$ cat src/rtl/timer_display.sv
// timer_display: scans the timer's BCD time onto an 8-digit common-anode
// seven-segment display (HH.MM.SS.cc), blinking the digit under edit and
// flashing the whole display once the timer has expired.
module timer_display #(
  parameter int unsigned SCAN_DIV  = 100000,
  parameter int unsigned BLINK_DIV = 25000000
) (
  input  logic        clk,
  input  logic        rst,
  input  logic [35:0] bcd_i,
  input  logic [2:0]  curr_digit,
  input  logic        edit,
  input  logic        done,
  output logic [7:0]  an,
  output logic [6:0]  seg,
  output logic        dp
);

  localparam int unsigned SCAN_W  = (SCAN_DIV  > 1) ? $clog2(SCAN_DIV)  : 1;
  localparam int unsigned BLINK_W = (BLINK_DIV > 1) ? $clog2(BLINK_DIV) : 1;
  localparam logic [SCAN_W-1:0]  SCAN_MAX  = SCAN_W'(SCAN_DIV - 1);
  localparam logic [BLINK_W-1:0] BLINK_MAX = BLINK_W'(BLINK_DIV - 1);

  logic [SCAN_W-1:0]  scan_cnt_q, scan_cnt_d;
  logic [2:0]         idx_q, idx_d;
  logic [31:0]        snap_q, snap_d;
  logic [BLINK_W-1:0] blink_cnt_q, blink_cnt_d;
  logic               blink_phase_q, blink_phase_d;
  logic               edit_q, done_q;
  logic               tick, restart;
  logic [3:0]         nib;
  logic [7:0]         an_d;
  logic [6:0]         seg_d;
  logic               dp_d;
  logic               edit_blank, done_blank;

  // Scan divider, digit index and per-frame snapshot of the time value
  always_comb begin
    tick       = (scan_cnt_q == SCAN_MAX);
    scan_cnt_d = tick ? '0 : scan_cnt_q + SCAN_W'(1);
    idx_d      = tick ? idx_q - 3'd1 : idx_q;
    snap_d     = (tick && idx_q == 3'd0) ? bcd_i[35:4] : snap_q;
  end

  // Blink half-period counter; restarts in the visible half on edit/done rise
  always_comb begin
    restart       = (edit && !edit_q) || (done && !done_q);
    blink_cnt_d   = blink_cnt_q + BLINK_W'(1);
    blink_phase_d = blink_phase_q;
    if (restart) begin
      blink_cnt_d   = '0;
      blink_phase_d = 1'b0;
    end else if (blink_cnt_q == BLINK_MAX) begin
      blink_cnt_d   = '0;
      blink_phase_d = ~blink_phase_q;
    end
  end

  // Digit decode, decimal point and blanking for the slot selected by idx
  always_comb begin
    nib = snap_q[{idx_q, 2'b00} +: 4];
    unique case (nib)
      4'd0:    seg_d = 7'h40;
      4'd1:    seg_d = 7'h79;
      4'd2:    seg_d = 7'h24;
      4'd3:    seg_d = 7'h30;
      4'd4:    seg_d = 7'h19;
      4'd5:    seg_d = 7'h12;
      4'd6:    seg_d = 7'h02;
      4'd7:    seg_d = 7'h78;
      4'd8:    seg_d = 7'h00;
      4'd9:    seg_d = 7'h10;
      default: seg_d = 7'h3F;
    endcase
    edit_blank = edit && (curr_digit <= 3'd5) && blink_phase_q &&
                 (idx_q == 3'd7 - curr_digit);
    done_blank = done && !edit && blink_phase_q;
    an_d = ~(8'b1 << idx_q);
    dp_d = !(idx_q == 3'd6 || idx_q == 3'd4 || idx_q == 3'd2);
    if (edit_blank || done_blank) begin
      an_d = '1;
      dp_d = 1'b1;
    end
  end

  // State and registered display outputs
  always_ff @(posedge clk or posedge rst) begin
    if (rst) begin
      scan_cnt_q    <= '0;
      idx_q         <= 3'd7;
      snap_q        <= '0;
      blink_cnt_q   <= '0;
      blink_phase_q <= 1'b0;
      edit_q        <= 1'b0;
      done_q        <= 1'b0;
      an            <= '1;
      seg           <= '1;
      dp            <= 1'b1;
    end else begin
      scan_cnt_q    <= scan_cnt_d;
      idx_q         <= idx_d;
      snap_q        <= snap_d;
      blink_cnt_q   <= blink_cnt_d;
      blink_phase_q <= blink_phase_d;
      edit_q        <= edit;
      done_q        <= done;
      an            <= an_d;
      seg           <= seg_d;
      dp            <= dp_d;
    end
  end

endmodule

$ cat config.mk
export PLATFORM = sky130hd
export DESIGN_NAME = timer_display
export DESIGN_NICKNAME = d
export VERILOG_FILES = /design/src/rtl/timer_display.sv
export SDC_FILE = /design/constraint.sdc
export NUM_CORES = 1
export LEC_CHECK = 0
export ABC_CLOCK_PERIOD_IN_PS = 3000
export CORE_AREA = 2 2 100 102
export DETAILED_ROUTE_END_ITERATION = 8
export DIE_AREA = 0 0 102 104
export HOLD_SLACK_MARGIN = 0.12
export PLACE_DENSITY = 0.74
export SYNTH_ARGS = -nofsm -noshare
export SYNTH_HDL_FRONTEND = slang
export SYNTH_SLANG_ARGS = --single-unit
$ cat constraint.sdc
create_clock -name clk -period 3 [get_ports clk]
set_input_delay 0.6 -clock clk [delete_from_list [all_inputs] [get_ports clk]]
set_output_delay 0.6 -clock clk [all_outputs]
set_load 0.05 [all_outputs]
; ---- Word level (Yosys, flattened, before mapping)
; Memories as Yosys holds them, arrays and structs flattened. A register that Yosys moved wholly into a read port is not among the register bits.
; Index checks and enable logic that the tools add are counted.
[totals]
output_inout_bits = 16
mem_bits_ro = 112
in_bits = 43
mem_count = 1
wordCells = 50
ff_bits = 89
[op_classes]
n_addsub = 4
shift = 2
n_bitwise = 2
n_eq_ne = 6
n_mux = 7
order_cmp = 1
n_reduce_logical = 18
[mem_list]
columns = memory, depth, word_bits, rd, rd_clocked_by_memory_dff, write_ports, line
row1 = (no name shown), 16, 7, 1, 1, 0, 62  ; unique case (nib)
[op_table]
columns = op, n
row1 = two-way mux 25 bit, 2
row2 = indexed part select 32 x 6 -> 4 bit, 1
row3 = adder 25 x 1 -> 25 bit (second input constant), 1
row4 = == test 25 bit (second input constant), 1
row5 = adder 17 x 1 -> 17 bit (second input constant), 1
row6 = == test 17 bit (second input constant), 1
row7 = two-way mux 17 bit, 1
row8 = logical AND 1 bit, 8
row9 = two-way mux 8 bit, 1
row10 = inverter 8 bit, 1
row11 = << shifter 1 x 3 -> 8 bit (first input constant), 1
row12 = == test 3 bit (second input constant), 2
row13 = zero test 1 bit, 4
row14 = logical OR 1 bit, 4
row15 = == test 3 x 2 -> 1 bit (second input constant), 1
row16 = == test 3 bit, 1
row17 = less-or-equal comparator 3 bit (second input constant), 1
row18 = zero test 3 bit, 1
row19 = two-way mux 1 bit, 3
row20 = subtractor 3 x 1 -> 3 bit (second input constant), 1
row21 = subtractor 3 bit (first input constant), 1
row22 = nonzero test 2 bit, 1
row23 = inverter 1 bit, 1

; ---- Longest topological paths before layout
; Gate-level depths: netlist of run 1.
[depth]
word_depth = 6
mapped_depth = 7
mapped_depth_nobuf = 6

; ---- Least setup slack after synthesis of run 1
; OpenSTA, ideal clock, no wires.
[synth_timing]
kind = flip-flop to flip-flop
startpoint = register idx_q[1]
endpoint = register seg[2]
path_buffers = 1
arrival_time_ps = 2112
setup_slack_ps = 785
stages_incl_launch_ff = 8
setup_ps = 103
cell_sequence = dfstp_2 > clkbuf_1 > mux4_2 > mux2i_1 > inv_1 > ha_1 > a21oi_1 > a31oi_1
[synth_via]
elab_chain_cells = 1
[synth_rtl]
columns = item, line
row1 = start: declaration, 25  ; logic [2:0] idx_q, idx_d;
row2 = start signal: assignment, 101  ; idx_q <= idx_d;
row3 = indexed part select 32 x 6 -> 4 bit, 61  ; nib = snap_q[{idx_q, 2'b00} +: 4];
row4 = end: declaration, 15  ; output logic [6:0] seg,
; No other way between the ends.
; A chain may end at the register's enable or synchronous reset.

; ---- Worst setup path in the final report of run 1
[layout_timing]
startpoint = register idx_q[0]
endpoint = register seg[3]
; The elaborated chain is that of the path after synthesis.

==> results.sh, run 1 <==
export IMPL_grt_pass1_wl_mm=15.0
export IMPL_ys_flop_type="dfrtp_1"
export IMPL_synth_seq_area_share_pct=52.5
export IMPL_peakVddDrop_mv=0.251
export IMPL_cts_buffer_depth=2
export IMPL_firstDrtPassIters=6
export IMPL_finalSetupTns_ns=0
export IMPL_whs_ns=0.476
export IMPL_synth_edff_count=0
export IMPL_die_area_sq_um=10600
export IMPL_ys_async_sr_fraction_pct=100
export IMPL_max_slew_margin_pct=53.3
export IMPL_die_h_microns=104
export IMPL_antenna_cells=0
export IMPL_regArea_sq_um=2430
export IMPL_powerDensity_nw_per_um2=400
export IMPL_cts_root_buf="clkbuf_8"
export IMPL_port_buffers=54
export IMPL_hp_class="flop to flop"
export IMPL_critPathArrivalTime_ns=2.86
export IMPL_p_leak_nw=2.33
export IMPL_numCtsBuffers=9
export IMPL_crit_type="flop to flop"
export IMPL_ys_ff_latch=96
export IMPL_cts_tree="yes"
export IMPL_dpl_hpwl_mm=6.34
export IMPL_clk_latency_ns=0.37
export IMPL_die_w_microns=102
export IMPL_fillers=827
export IMPL_grt_max_degree=56
export IMPL_fmax_mhz=385
export IMPL_outcome="complete, no violations"
export IMPL_crit_path_max_fanout=9
export IMPL_synth_cell_types=54
export IMPL_grt_pass1_vias=3107
export IMPL_finalCritPeriodShare_pct=86.5
export IMPL_vias_per_cell=5.34
export IMPL_period_minus_slack_ns=2.59
export IMPL_drv_cap=0
export IMPL_ant_nets=0
export IMPL_syn_num_nets=437
export IMPL_cp_start_kind="flop"
export IMPL_clk_pin_slew_ns=0.09
export IMPL_layout_drive_gt1_share_pct=21.5
export IMPL_setup_viol=0
export IMPL_vias=3069
export IMPL_syn_cell_area_sq_um=4620
export IMPL_ctsHtreeMaxLevel=3
export IMPL_syn_instance_count=382
export IMPL_final_hold_violation_count=0
export IMPL_fin_skew_ns=0.0140
export IMPL_endpoint_kind="flop"
export IMPL_wl_mm=8.82
export IMPL_nets=492
export IMPL_overflow=0
export IMPL_antenna_found_initial=0
export IMPL_core_area_sq_um=9550
export IMPL_gp_routability_congestion=0.854
export IMPL_grt_use_total_pct=18.0
export IMPL_route_detailed_drc=0
export IMPL_synth_avg_cell_area_sq_um=12.1
export IMPL_cp_required_ns=3.27
export IMPL_multi_input_area_sq_um=2060
export IMPL_cts_sinks=96
export IMPL_post_cts_setup_buffer_count=0
export IMPL_yosys_warnings=0
export IMPL_wire_per_inst_microns=15.3
export IMPL_num_io_pins=59
export IMPL_ctsHoldBuffers=0
export IMPL_start_util_pct=48.4
export IMPL_ctsResizeCount=0
export IMPL_slew_viol_final=0
export IMPL_initialDrtViolationCount=135
export IMPL_rsz0062_at_grt="false"
export IMPL_worstMarginPinSlew_ns=0.696
export IMPL_fp_row_count=36
export IMPL_synthToLayoutAreaGrowth_pct=18.4
power by group:
group / internal, mW / switching, mW
logic: 0.0593 / 0.0554
registers: 1.30 / 0.00809
clock network: 0.304 / 0.459
critical path: stages, from the launching register on:
cell     delay, ns
dfstp_2       0.69
buf_4         0.21
mux4_2        0.53
mux2i_1       0.42
inv_1         0.15
ha_1          0.22
mux2i_1       0.18
a22oi_1       0.10
metal layers:
| metal | wire length, microns | vias up | track usage, % | share of wire [%] |
|---|---|---|---|---|
| li1 | - | 1483 | - | - |
| met1 | 3880 | 1523 | 23.2 | 44 |
| met2 | 4510 | 48 | 29.7 | 51 |
| met3 | 248 | 15 | 3.70 | 2.8 |
| met4 | 181 | 0 | 6.57 | 2.1 |
| met5 | 0 | - | 0 | 0 |
Yosys cell counts (all sizes together), types with 6 or more instances:
cell type | number | area share [%]
a21oi | 13 | 1.5
inv | 12 | 0.98
clkbuf | 7 | 0.60
mux2i | 6 | 1.4
nand3 | 17 | 1.8
ha | 12 | 3.3
dfrtp | 77 | 42
dfstp | 19 | 11
or4 | 6 | 1.1
nand4 | 10 | 1.8
mux4 | 8 | 3.9
mux2 | 35 | 8.5
nor2 | 29 | 2.4
xor2 | 18 | 3.4
xnor2 | 12 | 2.3
o21ai | 13 | 1.4
nand2 | 17 | 1.4
and4 | 6 | 1.2
nor2b | 6 | 0.81
buf | 9 | 1.4
sequential cells by signal, indices dropped and copies added (netlist names):
register / count
edit_q: 1
blink_phase_q: 1
an: 8
seg: 7
blink_cnt_q: 25
snap_q: 32
idx_q: 3
done_q: 1
scan_cnt_q: 17
dp: 1
logic make-up (layout without fill, tap and decap cells):
group,after synthesis,in the layout,share of synthesized area [%]
XOR/XNOR,30,30,5.69
flip-flops,96,96,52.5
AND/OR/NAND/NOR,120,120,15.3
AO/OA/AOI/OAI,47,47,6.45
multiplexers,49,49,13.8
adder cells (fa/ha/maj),12,12,3.25
buffers and inverters,28,88,2.95
area by class of cell:
| class | instances | share of cell area [%] |
|---|---|---|
| Clock inverter | 6 | 0.824 |
| Clock buffer | 10 | 2.33 |
| Multi-Input combinational cell | 258 | 37.6 |
| Sequential cell | 96 | 44.4 |
| Timing Repair Buffer | 60 | 10.9 |
| Tap cell | 133 | 3.04 |
| Inverter | 12 | 0.892 |
metrics by stage:
step	util [%]	cells	total power, mW	cell area, sq um	setup WS (ns)
floorplan	-	382	1.38	4620	0.785
global placement	55.5	559	1.45	5300	0.566
detailed placement	55.5	559	1.45	5300	0.469
CTS	57.3	575	2.22	5470	0.417
global route	57.3	575	2.28	5470	0.159
finish	57.3	575	2.19	5470	0.406
worst paths after layout:
| kind | start | endpoint | slack [ns] | depth (start not counted) |
|---|---|---|---|---|
| worst min-delay path | blink_cnt_q[0] | blink_cnt_q[0] | 0.48 | 1 |
| max in group asynchronous | rst | an[1] | 1.83 | 3 |
| worst min register to register | blink_cnt_q[0] | blink_cnt_q[0] | 0.48 | 1 |
| worst max register to register | idx_q[0] | seg[3] | 0.41 | 7 |
| min in group asynchronous | rst | an[2] | 0.69 | 2 |
| worst max-delay path | idx_q[0] | seg[3] | 0.41 | 7 |
placed cells by master, fill, tap and decap left out, drive strengths merged, types with 8 or more instances in the layout:
master,synthesis,layout
inv,12,12
nor2,29,29
xnor2,12,12
clkbuf,7,10
dfstp,19,19
o21ai,13,13
a21oi,13,13
dfrtp,77,77
ha,12,12
clkdlybuf4s50,0,54
nand2,17,17
mux4,8,8
nand4,10,10
nand3,17,17
xor2,18,18
mux2,35,35
No activity file was read; power rests on OpenSTA's default activity.
==> run 2, diff against run 1 <==
--- a/config.mk
+++ b/config.mk
@@ -8,7 +8,6 @@
 export ABC_CLOCK_PERIOD_IN_PS = 3000
-export CORE_AREA = 2 2 100 102
+export CORE_AREA = 2 2 118 120
 export DETAILED_ROUTE_END_ITERATION = 8
-export DIE_AREA = 0 0 102 104
+export DIE_AREA = 0 0 120 122
 export HOLD_SLACK_MARGIN = 0.12
-export PLACE_DENSITY = 0.74
 export SYNTH_ARGS = -nofsm -noshare
--- a/constraint.sdc
+++ b/constraint.sdc
@@ -3,2 +3,2 @@
 set_output_delay 0.6 -clock clk [all_outputs]
-set_load 0.05 [all_outputs]
+set_load 0.01 [all_outputs]
==> results.sh, run 2 (synthesis gave the netlist of run 1 again) <==
export IMPL_switching_share_pct=22.6
export IMPL_route_detailed_drc=0
export IMPL_antenna_found_initial=0
export IMPL_cp_start_kind="flop"
export IMPL_dpl_hpwl_mm=6.56
export IMPL_start_util_pct=34.2
export IMPL_crit_type="flop to flop"
export IMPL_wl_mm=9.35
export IMPL_critPathArrivalTime_ns=2.73
export IMPL_die_w_microns=120
export IMPL_fin_skew_ns=0.00818
export IMPL_wire_per_inst_microns=15.1
export IMPL_firstDrtPassIters=4
export IMPL_die_area_sq_um=14600
export IMPL_port_buffers=54
export IMPL_synthToLayoutAreaGrowth_pct=22.1
export IMPL_overflow=0
export IMPL_outcome="complete, no violations"
export IMPL_largest_register="snap_q"
export IMPL_seqPwrFrac_pct=51.4
export IMPL_gp_routability_congestion=0.768
export IMPL_rsz0062_at_grt="false"
export IMPL_final_common_cell="dfrtp_1"
export IMPL_place_area_sq_um=5350
export IMPL_vias_per_cell=4.99
export IMPL_netSwitchingPower_mw=0.576
export IMPL_max_slew_margin_pct=56.0
export IMPL_vias=3096
export IMPL_cts_root_buf="clkbuf_16"
export IMPL_grt_pass1_vias=3086
export IMPL_endpoint_kind="flop"
export IMPL_period_minus_slack_ns=2.48
export IMPL_cts_sinks=96
export IMPL_powerDensity_nw_per_um2=452
export IMPL_clk_pin_slew_ns=0.07
export IMPL_hp_class="flop to flop"
export IMPL_fin_area_sq_um=5640
export IMPL_num_io_pins=59
export IMPL_die_h_microns=122
export IMPL_multi_input_area_sq_um=2060
export IMPL_cts_buffer_depth=2
export IMPL_grt_max_degree=97
export IMPL_regArea_sq_um=2430
export IMPL_numCtsBuffers=9
export IMPL_final_hold_violation_count=0
export IMPL_p_int_mw=1.98
export IMPL_largest_reg_flops=32
export IMPL_layout_drive_gt1_share_pct=21.5
export IMPL_layout_common_cells="77 x dfrtp_1, 54 x clkdlybuf4s50_1, 35 x mux2_2, 29 x nor2_1, 19 x dfstp_2"
export IMPL_cts_tree="yes"
export IMPL_ctsHoldBuffers=0
export IMPL_fp_row_count=43
export IMPL_grt_pass1_wl_mm=15.7
export IMPL_slew_viol_final=0
export IMPL_p_clk_share_pct=44.0
export IMPL_cp_top_family="multiplexers"
export IMPL_initialDrtViolationCount=138
export IMPL_finalCritPeriodShare_pct=82.7
export IMPL_core_area_sq_um=13500
export IMPL_post_cts_setup_buffer_count=0
export IMPL_drv_cap=0
export IMPL_antenna_cells=0
export IMPL_p_leak_nw=2.39
export IMPL_clk_latency_ns=0.35
export IMPL_slowest_delay_ns=0.70
export IMPL_crit_path_max_fanout=8
export IMPL_whs_ns=0.478
export IMPL_crit_buf_inv=1
export IMPL_ant_nets=0
export IMPL_ctsResizeCount=0
export IMPL_ctsHtreeMaxLevel=3
export IMPL_fmax_mhz=403
export IMPL_fillers=1285
export IMPL_cp_required_ns=3.25
export IMPL_pwr_share_comb_pct=4.6
export IMPL_setup_viol=0
export IMPL_finalSetupTns_ns=0
export IMPL_worstMarginPinSlew_ns=0.657
export IMPL_critical_path_slowest_cell="dfstp_2"
export IMPL_grt_use_total_pct=14.0
export IMPL_peakVddDrop_mv=0.338
export IMPL_reg_largest_list="snap_q (32), blink_cnt_q (25), scan_cnt_q (17)"
export IMPL_nets=491
export IMPL_cp_cell_sequence="mux4_2, mux2i_1, inv_1, ha_1, a21oi_1, a31oi_1"
[run 2: path summary, 6_finish.rpt]
check	from	to	slack, ns	cells past startpoint
worst min-delay path	scan_cnt_q[0]	scan_cnt_q[0]	0.48	1
worst max-delay path	idx_q[0]	seg[2]	0.52	6
min in group asynchronous	rst	blink_cnt_q[22]	0.74	3
worst min register to register	scan_cnt_q[0]	scan_cnt_q[0]	0.48	1
max in group asynchronous	rst	seg[3]	1.85	3
worst max register to register	idx_q[0]	seg[2]	0.52	6
[run 2: final cells by class]
type                       instances  share of cell area (%)
inverter                          12                   0.865
sequential                        96                    43.0
clock buffer                      11                    4.48
clock inverter                     5                   0.710
multi-input combinational        258                    36.5
timing repair buffer              59                    10.5
tap                              180                    3.99
[run 2: power by group through the flow]
stage          sequential, mW  clock (mW)  combinational, mW
2_1_floorplan            1.33           0             0.0459
3_3_place_gp             1.33           0              0.118
3_5_place_dp             1.34           0              0.119
4_1_cts                  1.31        1.16              0.120
5_1_grt                  1.31        1.21              0.130
6_report                 1.31        1.12              0.116
[run 2: per-layer routing]
layer | part of all wire [%] | wire, microns | GRT usage (%)
met1 | 47 | 4430 | 18.8
met2 | 47 | 4380 | 21.4
met3 | 4.8 | 448 | 5.01
met4 | 1.1 | 99 | 3.75
met5 | 0 | 0 | 0
[run 2: worst register-to-register path: stages (launching register included)]
cell and delay [ns]:
dfstp_2 0.70, mux4_2 0.57, mux2i_1 0.48, inv_1 0.18
ha_1 0.26, a21oi_1 0.13, a31oi_1 0.05
[run 2: through the flow]
stage                     cells  util (%)  setup WS [ns]  total power [mW]
after floorplan             382         -          0.785              1.38
after global placement      605      39.6          0.540              1.45
after detailed placement    605      39.6          0.499              1.45
after CTS                   621      41.8          0.480              2.59
after global routing        621      41.8          0.274              2.66
final                       621      41.8          0.520              2.55
